<file path="src/rtl/alu_result_collector.sv">
// Result collector: picks the single active ALU unit's result each cycle, tags it,
// and queues it in a show-ahead FIFO drained by a valid/ready handshake.
module alu_result_collector #(
    parameter int ARITH_WIDTH = 32,
    parameter int LOGIC_WIDTH = 16,
    parameter int CMP_WIDTH   = 16,
    parameter int SHIFT_WIDTH = 16,
    parameter int RES_WIDTH   = 32,
    parameter int FIFO_DEPTH  = 4
) (
    input  logic                          CLK,
    input  logic                          RST,
    input  logic [ARITH_WIDTH-1:0]        Arith_OUT,
    input  logic                          Carry_OUT,
    input  logic [LOGIC_WIDTH-1:0]        Logic_OUT,
    input  logic [CMP_WIDTH-1:0]          CMP_OUT,
    input  logic [SHIFT_WIDTH-1:0]        Shift_OUT,
    input  logic                          Arith_Flag,
    input  logic                          Logic_Flag,
    input  logic                          CMP_Flag,
    input  logic                          Shift_Flag,
    input  logic                          CLR_ERR,
    input  logic                          RES_READY,
    output logic                          RES_VALID,
    output logic [RES_WIDTH-1:0]          RES_DATA,
    output logic [1:0]                    RES_UNIT,
    output logic                          RES_CARRY,
    output logic [$clog2(FIFO_DEPTH):0]   FIFO_COUNT,
    output logic                          OVF_ERR,
    output logic                          MULTI_ERR
);

    localparam int PTR_W = $clog2(FIFO_DEPTH);
    localparam int CNT_W = PTR_W + 1;

    typedef struct packed {
        logic [RES_WIDTH-1:0] data;
        logic [1:0]           unit;
        logic                 carry;
    } entry_t;

    entry_t             mem [FIFO_DEPTH];
    entry_t             push_entry;
    logic [PTR_W-1:0]   wr_ptr, rd_ptr;
    logic [CNT_W-1:0]   count;
    logic               any_flag, multi_flag, push_req;
    logic               full, pop, push_ok, ovf_evt;

    assign any_flag   = Arith_Flag | Logic_Flag | CMP_Flag | Shift_Flag;
    assign multi_flag = (Arith_Flag & Logic_Flag) | (Arith_Flag & CMP_Flag) |
                        (Arith_Flag & Shift_Flag) | (Logic_Flag & CMP_Flag) |
                        (Logic_Flag & Shift_Flag) | (CMP_Flag & Shift_Flag);
    assign push_req   = any_flag & ~multi_flag;

    // Priority order only matters when multi_flag is set, and then nothing is pushed.
    always_comb begin
        push_entry = '0;
        if (Arith_Flag) begin
            push_entry.data  = RES_WIDTH'(Arith_OUT);
            push_entry.unit  = 2'd0;
            push_entry.carry = Carry_OUT;
        end else if (Logic_Flag) begin
            push_entry.data  = RES_WIDTH'(Logic_OUT);
            push_entry.unit  = 2'd1;
        end else if (CMP_Flag) begin
            push_entry.data  = RES_WIDTH'(CMP_OUT);
            push_entry.unit  = 2'd2;
        end else if (Shift_Flag) begin
            push_entry.data  = RES_WIDTH'(Shift_OUT);
            push_entry.unit  = 2'd3;
        end
    end

    // A pop on a full FIFO frees the slot the same-cycle push lands in.
    assign full    = (count == CNT_W'(FIFO_DEPTH));
    assign pop     = (count != '0) & RES_READY;
    assign push_ok = push_req & (~full | pop);
    assign ovf_evt = push_req & full & ~pop;

    always_ff @(posedge CLK) begin
        if (RST) begin
            wr_ptr    <= '0;
            rd_ptr    <= '0;
            count     <= '0;
            OVF_ERR   <= 1'b0;
            MULTI_ERR <= 1'b0;
            for (int i = 0; i < FIFO_DEPTH; i++) mem[i] <= '0;
        end else begin
            if (push_ok) begin
                mem[wr_ptr] <= push_entry;
                wr_ptr      <= wr_ptr + 1'b1;
            end
            if (pop) rd_ptr <= rd_ptr + 1'b1;
            count     <= count + CNT_W'(push_ok) - CNT_W'(pop);
            OVF_ERR   <= ovf_evt | (OVF_ERR & ~CLR_ERR);
            MULTI_ERR <= multi_flag | (MULTI_ERR & ~CLR_ERR);
        end
    end

    assign RES_VALID  = (count != '0);
    assign FIFO_COUNT = count;
    assign RES_DATA   = mem[rd_ptr].data;
    assign RES_UNIT   = mem[rd_ptr].unit;
    assign RES_CARRY  = mem[rd_ptr].carry;

endmodule

</file>
<file path="config.mk">
export PLATFORM = sky130hd
export DESIGN_NAME = alu_result_collector
export DESIGN_NICKNAME = d
export VERILOG_FILES = /design/src/rtl/alu_result_collector.sv
export SDC_FILE = /design/constraint.sdc
export NUM_CORES = 1
export LEC_CHECK = 0
export CORE_MARGIN = 2
export CORE_UTILIZATION = 56
export CTS_BUF_LIST = sky130_fd_sc_hd__clkbuf_4 sky130_fd_sc_hd__clkbuf_8 sky130_fd_sc_hd__clkbuf_16
export DETAILED_ROUTE_END_ITERATION = 8
export PLACE_DENSITY = 0.85
export SYNTH_ARGS = -nofsm -noshare
export SYNTH_HDL_FRONTEND = slang
export SYNTH_SLANG_ARGS = --single-unit
</file>
<file path="constraint.sdc">
create_clock -name CLK -period 8.1 [get_ports CLK]
set_clock_uncertainty 0.15 [all_clocks]
set_input_delay 1.62 -clock CLK [delete_from_list [all_inputs] [get_ports CLK]]
set_output_delay 1.62 -clock CLK [all_outputs]
set_load 0.01 [all_outputs]
</file>
==> summary.md, run 1 <==
| Metric | Value |
|---|---|
| Post-Layout Cell Count | about 800 |
| Syn Nets | between 500 and 600 |
| Crit-path most repeated cell | inv_1 |
| CP cell instances | clkdlybuf4s50_1 -> nor4b_2 -> a211o_1 -> and2_1 -> inv_1 -> ha_1 -> inv_1 -> ha_1 -> inv_1 -> fa_1 -> xor2_1 -> xnor2_1 -> nor2_1 |
| Count of flip-flops with a built-in enable after synthesis | 140 |
| Top cells by count, synth | 140 x edfxtp_1, 76 x nor2_1, 52 x and3_1 |
| TritonCTS buffer count | 17 |
| Bufs and invs on worst path | 4 |
| Drt first pass iters | 5 |
| Wl on met1 | just over 6 mm |
| CTS Hold Bufs | 0 |
| Max Cap Viol | 0 |
| Final #Nets | ~700 |
| H-tree lvl count | 4 |
| Minimum clock period after layout | 5.01 ns |
| Multi-input gate area | between 2000 and 2500 sq um |
| Post-route DRC | 0 |
| Post-Synthesis Cells | around 490 |
| Crit path DAT | ~5.2 ns |
| CP max stage cell | clkdlybuf4s50_1 |
| Netlist cell types | 38 |
| Worst Hold Endpoint | OVF_ERR$_SDFF_PP0_ |
| Slew HR | 17.4% |
| Clk_lat worst skew | 0.42 ns |
| Vias in the first global route | between 4000 and 5000 |
| Root buf cell | clkbuf_16 |
| Count of final hold-check violations | 0 |
| Synthesized area per cell | around 14 sq um |
| Outcome | completed |
| Hold Crit Depth | 2 |
| RSZ-0062 raised after global routing | false |
| Pin count of the biggest net entering global routing | just under 70 |
| Cell with the most instances after synthesis | edfxtp_1 |
| First-pass GRT wire length | approximately 24 mm |
| CTS clk-pin slew, worst paths | approximately 0.06 ns |
| Initial antenna violation count | 0 |
| Pwr/cell area | about 250 nW/um^2 |
| IO Count | 130 |
| Tightest Hold Check Type | reg -> reg |
| DIE AREA | about 13000 sq um |
| Crit Path Class | in -> reg |
| Critical Path Source Type | input pin |
| GP Congestion | around 0.9 |
| Cell taking the most area after synthesis | edfxtp_1 |
| Max Root-Sink Buffers | 2 |
| Core Rows | 40 |
| Critical Path Fanout Max | 39 |
| CTS resizes | 0 |
| Via density | just under 6 |
| Hold Path Origin | OVF_ERR$_SDFF_PP0_ |
| Setup Buffers After CTS | 0 |
| Sequential area share after synthesis | a little under two thirds |
| Synth area leaders | edfxtp_1 61%, mux4_2 11%, and3_1 4.7% |
| Placed instance count | 755 |
| First DRT Iteration DRCs | about 520 |
| N_diodes | 0 |
| Die width | about 120 um |
| Post-synthesis async set-or-reset flop share | 0% |
| Met2 wire length | between 7 and 8 mm |
| Grt ovf | 0 |
| CTS tree | done |
| Yosys warnings | 0 |
| R2R cell count | 11 |
| Layout cells sized above 1 | between 10% and 20% |
| Starting Density | between 50 and 60% |
| I/O Buffers | ~130 |
| Max incr delay on CP | between 1 and 1.5 ns |
| Highest routed metal layer | met4 |
| Reg-to-Reg Start | FIFO_COUNT[1]$_SDFF_PP0_ |
| Number of clock sinks | 151 |
| Min Hold Slack | 0.327 ns |
| Register area | around 4400 sq um |
| Worst EP required | between 8 and 9 ns |
| Wire length per cell | slightly below 20 um |
| Worst R2R End | FIFO_COUNT[2]$_SDFF_PP0_ |
| Post-Syn Area | 6930 sq um |
| Fmax | around 0.2 GHz |
| # fillers | 718 |
| Measured slew at the worst slew-check pin | around 1.2 ns |
| Cell family with most CP delay | buffers and inverters |
| GR Util All Layers | about a quarter |
| Post-synth top area share | about 60% |
| R2r setup slk | roughly 5.2 ns |
| DRT antenna net count | 0 |
| Setup crit end kind | flip-flop |
| Chip height | around 120 um |
| Leakage | 3.38 nW |
| Final cycle utilization of the critical path | about three fifths |
| DR WL met3 | about 1.1 mm |
| Core box area | about 12000 sq um |
| Setup TNS | 0 ns |
| DR vias | between 4000 and 5000 |
| VDD IR-drop max | 0.000185 V |
| Yosys reg bits | around 150 |
| DRT Wirelength | approximately 15 mm |
| Post-synth top flop | edfxtp_1 |
| # setup viols final | 0 |
| Max-slew violations | 0 |
| Hpwl dp | between 9 and 10 mm |
| Area Growth Syn to Fin | 27.3% |
-- per-stage QoR --
stage / total power, mW / instance area [sq um] / worst slack [ns] / utilization, %
after floorplan: 1.25 / 6930 / 4.10 / -
after global placement: 1.49 / 8300 / 2.86 / 68.8
after detailed placement: 1.50 / 8300 / 2.74 / 68.8
after CTS: 2.20 / 8830 / 3.16 / 73.2
after global routing: 2.27 / 8830 / 2.89 / 73.2
final: 2.19 / 8830 / 3.09 / 73.2
-- cells by family (layout without fill, tap and decap cells) --
family / Yosys count / in the layout / synth area share, %
compound gates: 60 / 60 / 6.32
xor+xnor: 5 / 5 / 0.632
fa+ha+maj: 4 / 4 / 0.794
buf+inv: 60 / 189 / 4.01
flops: 151 / 151 / 63.8
mux: 35 / 35 / 11.4
simple gates: 174 / 174 / 13.1
-- cell type report --
cell class | count | share of cell area [%]
clock inverter | 12 | 0.992
tap | 168 | 2.38
sequential | 151 | 50.1
inverter | 20 | 0.850
clock buffer | 19 | 4.99
timing repair buffer | 138 | 15.4
multi-input combinational | 278 | 25.3
-- worst max path at each step --
stage / startpoint / endpoint / slack, ns / cells past startpoint
after floorplan: Logic_Flag / mem[0][0]$_SDFFCE_PN0P_ / 4.10 / 7
after global placement: Arith_Flag / FIFO_COUNT[2]$_SDFF_PP0_ / 2.86 / 13
after detailed placement: Arith_Flag / FIFO_COUNT[2]$_SDFF_PP0_ / 2.74 / 13
after CTS: Arith_Flag / FIFO_COUNT[2]$_SDFF_PP0_ / 3.16 / 13
after global routing: Arith_Flag / FIFO_COUNT[2]$_SDFF_PP0_ / 2.89 / 13
final: Arith_Flag / FIFO_COUNT[2]$_SDFF_PP0_ / 3.09 / 13
-- sequential cells by signal, summed over array words and instances (netlist names), named ones only --
register and cells:
FIFO_COUNT 3, wr_ptr 2, OVF_ERR 1, mem 140, rd_ptr 2, MULTI_ERR 1
-- layout by cell type (no fill, tap or decap), types with 2 or more instances in the layout --
cell type,count
clkinvlp_4,3
xnor2_1,2
clkbuf_4,2
nor2_1,76
clkbuf_16,17
edfxtp_1,140
nand4_1,2
nand2b_1,5
buf_4,9
or3_1,2
nor2b_1,4
clkdlybuf4s50_1,129
nand3_1,2
mux4_2,35
ha_1,2
o21ai_0,4
dfxtp_1,10
nor3_1,4
a21oi_1,18
xor2_1,3
inv_1,19
a21o_1,3
nand2_1,4
a22oi_1,16
and2_1,18
clkinv_1,5
clkinv_2,4
and3_1,52
a221o_1,16
-- report_power, final --
part / switching (mW) / total [mW] / leakage (nW) / internal (mW)
Combinational: 0.248 / 0.550 / 1.59 / 0.301
Clock: 0.286 / 0.705 / 0.255 / 0.419
Sequential: 0.0257 / 0.936 / 1.54 / 0.910
-- per-layer routing --
| metal | up-vias | GRT usage (%) |
|---|---|---|
| li1 | 2093 | - |
| met1 | 2289 | 30.2 |
| met2 | 245 | 39.9 |
| met3 | 28 | 6.54 |
| met4 | 0 | 11.2 |
| met5 | - | 0 |
-- worst min-delay path: stages, from the launching register on --
cell	delay, ns
dfxtp_1	0.31
nand2b_1	0.06
a21oi_1	0.06
No activity file was read; power rests on OpenSTA's default activity.
==> run 2: changes to the inputs <==
CORE_UTILIZATION = 47   (was 56)
PLACE_DENSITY = 0.76   (was 0.85)
clock period = 4.6 ns   (was 8.1 ns; I/O delays follow)
==> run 2 against run 1 <==
  * Sequential share of layout area is 0.76 points lower
  * Register-to-register slack got worse by 3.6 ns
  * First-iteration DRC count decreased by 7.1%
  * Global-route usage fell by 2.3 points
  * Die area is 18% higher
  * Sequential cell count unchanged
  * Combinational power increased by 76%
  * Final area rose by 1.6%
  * Sequential power is 78% higher
  * Hold slack improved by 0.0028 ns
  * Routed wire length up 8.4%
  * Critical path type unchanged
  * Largest cell class unchanged
  * Highest routed layer unchanged
==> summary.md, run 2 (synthesis gave the netlist of run 1 again) <==
| Metric | Value |
|---|---|
| DR vias | 4685 |
| RSZ-0062 raised after global routing | false |
| Commonest non-fill, non-tap cell in the layout | edfxtp_1 |
| GP Congestion | ~0.80 |
| Hpwl dp | around 11 mm |
| First DRT Iteration DRCs | a little under 500 |
| Setup TNS | 0 ns |
| Setup crit end kind | flip-flop |
| Most frequent cells in the layout | 140 x edfxtp_1, 129 x clkdlybuf4s50_1, 76 x nor2_1, 52 x and3_1, 35 x mux4_2 |
| Max Cap Viol | 0 |
| Max reg flops | 140 |
| Root buf cell | clkbuf_16 |
| Starting Density | 47.9% |
| CTS clk-pin slew, worst paths | 0.06 ns |
| Critical Path Source Type | input pin |
| Initial antenna violation count | 0 |
| Min Hold Slack | between 0.3 and 0.4 ns |
| Outcome | completed |
| Fmax | 0.258 GHz |
| Minimum clock period after layout | about 3.9 ns |
| IO Count | 130 |
| CTS resizes | 0 |
| GR Util All Layers | between 20% and 30% |
| Wire length per cell | roughly 21 um |
| # setup viols final | 0 |
| Count of final hold-check violations | 0 |
| First-pass GRT wire length | between 20 and 30 mm |
| Clk_lat worst skew | ~0.42 ns |
| Layout cells sized above 1 | between 10 and 15% |
| Core box area | 14500 sq um |
| Sequential share of power | slightly above 40% |
| DRT Wirelength | about 17 mm |
| Tightest Hold Check Type | reg -> reg |
| Critical Path Fanout Max | 13 |
| Crit path DAT | between 4 and 5 ns |
| Total power | 4.03 mW |
| Max incr delay on CP | approximately 0.7 ns |
| Area Growth Syn to Fin | 29.3% |
| Post-route DRC | 0 |
| Reg with most FFs | mem |
| CTS Hold Bufs | 0 |
| Clock share of power | about a third |
| CTS tree | done |
| Combinational Power Share | a little under a quarter |
| DIE AREA | 15700 sq um |
| Number of clock sinks | around 150 |
| Sw Share | 25.9% |
| CP cell instances | clkdlybuf4s50_1 -> nor4b_1 -> a211o_1 -> and2_1 -> inv_1 -> ha_1 -> inv_1 -> ha_1 -> inv_1 -> fa_1 -> xor2_1 -> xnor2_1 -> nor2_1 |
| Via density | roughly 5.8 |
| Switching pwr | ~1.0 mW |
| Leakage | around 3.4 nW |
| Final #Nets | approximately 700 |
| Pin count of the biggest net entering global routing | 69 |
| DRT antenna net count | 0 |
| Setup Buffers After CTS | 0 |
| Drt first pass iters | 5 |
| VDD IR-drop max | between 0.0003 and 0.0004 V |
| P_int | around 3 mW |
| Chip height | between 100 and 150 um |
| Final cycle utilization of the critical path | 84.1% |
| Crit-path most repeated cell | inv_1 |
| CP max stage cell | clkdlybuf4s50_1 |
| Vias in the first global route | roughly 4800 |
| Area post-placement | 8380 sq um |
| Max Root-Sink Buffers | 2 |
| I/O Buffers | 129 |
| Crit Path Class | in -> reg |
| N_diodes | 0 |
| Core Rows | 44 |
| Measured slew at the worst slew-check pin | 1.19 ns |
| Max-slew violations | 0 |
| TritonCTS buffer count | 17 |
| Utilization after layout | ~62% |
| Final Cell Area | around 9000 sq um |
| H-tree lvl count | 4 |
| Slew HR | between 20% and 30% |
| Grt ovf | 0 |
| Pwr/cell area | between 400 and 500 nW/um^2 |
| Die width | between 100 and 150 um |
| Worst EP required | roughly 4.8 ns |
## run 2: layer usage
metal | share of wire [%] | routed length (um) | GRT usage, % | vias up
met1 | 41 | 6790 | 29.5 | 2353
met5 | 0 | 0 | 0 | -
met3 | 7.0 | 1170 | 5.78 | 20
li1 | - | - | - | 2110
met2 | 51 | 8540 | 35.7 | 202
met4 | 1.2 | 206 | 5.69 | 0
## run 2: power by group through the flow
| stage | Clock (mW) | Combinational [mW] | Sequential, mW |
|---|---|---|---|
| floorplan | 0 | 0.543 | 1.66 |
| global placement | 0 | 0.962 | 1.69 |
| detailed placement | 0 | 0.972 | 1.70 |
| CTS | 1.41 | 0.983 | 1.67 |
| global route | 1.46 | 1.04 | 1.68 |
| finish | 1.39 | 0.969 | 1.67 |
## run 2: cell type report
cell class	count	area, sq um
timing repair buffer	145	1410
tap	184	230
clock inverter	14	158
multi-input combinational	278	2230
fill	1087	5510
inverter	20	75.1
clock buffer	18	433
sequential	151	4430
## run 2: critical path: cells and delay by family
kind	cells	cell delay, ns
adders and majority gates	3	0.82
buffers and inverters	4	0.86
AOI/OAI and AO/OA	1	0.35
and+or+nand+nor	3	0.73
xor gates and xnor gates	2	0.35
## run 2: path summary, 6_finish.rpt
path,start,to,slack [ns],depth (start not counted)
worst max-delay path,CMP_Flag,FIFO_COUNT[2]$_SDFF_PP0_,0.73,13
worst min-delay path,OVF_ERR$_SDFF_PP0_,OVF_ERR$_SDFF_PP0_,0.33,2
worst max register to register,FIFO_COUNT[1]$_SDFF_PP0_,FIFO_COUNT[2]$_SDFF_PP0_,1.61,11
worst min register to register,OVF_ERR$_SDFF_PP0_,OVF_ERR$_SDFF_PP0_,0.33,2
## run 2: per-stage QoR
step	cells	setup WS, ns
6_report	810	0.731
5_1_grt	810	0.571
4_1_cts	810	0.796
3_5_place_dp	778	0.378
3_3_place_gp	778	0.521
2_1_floorplan	489	1.30
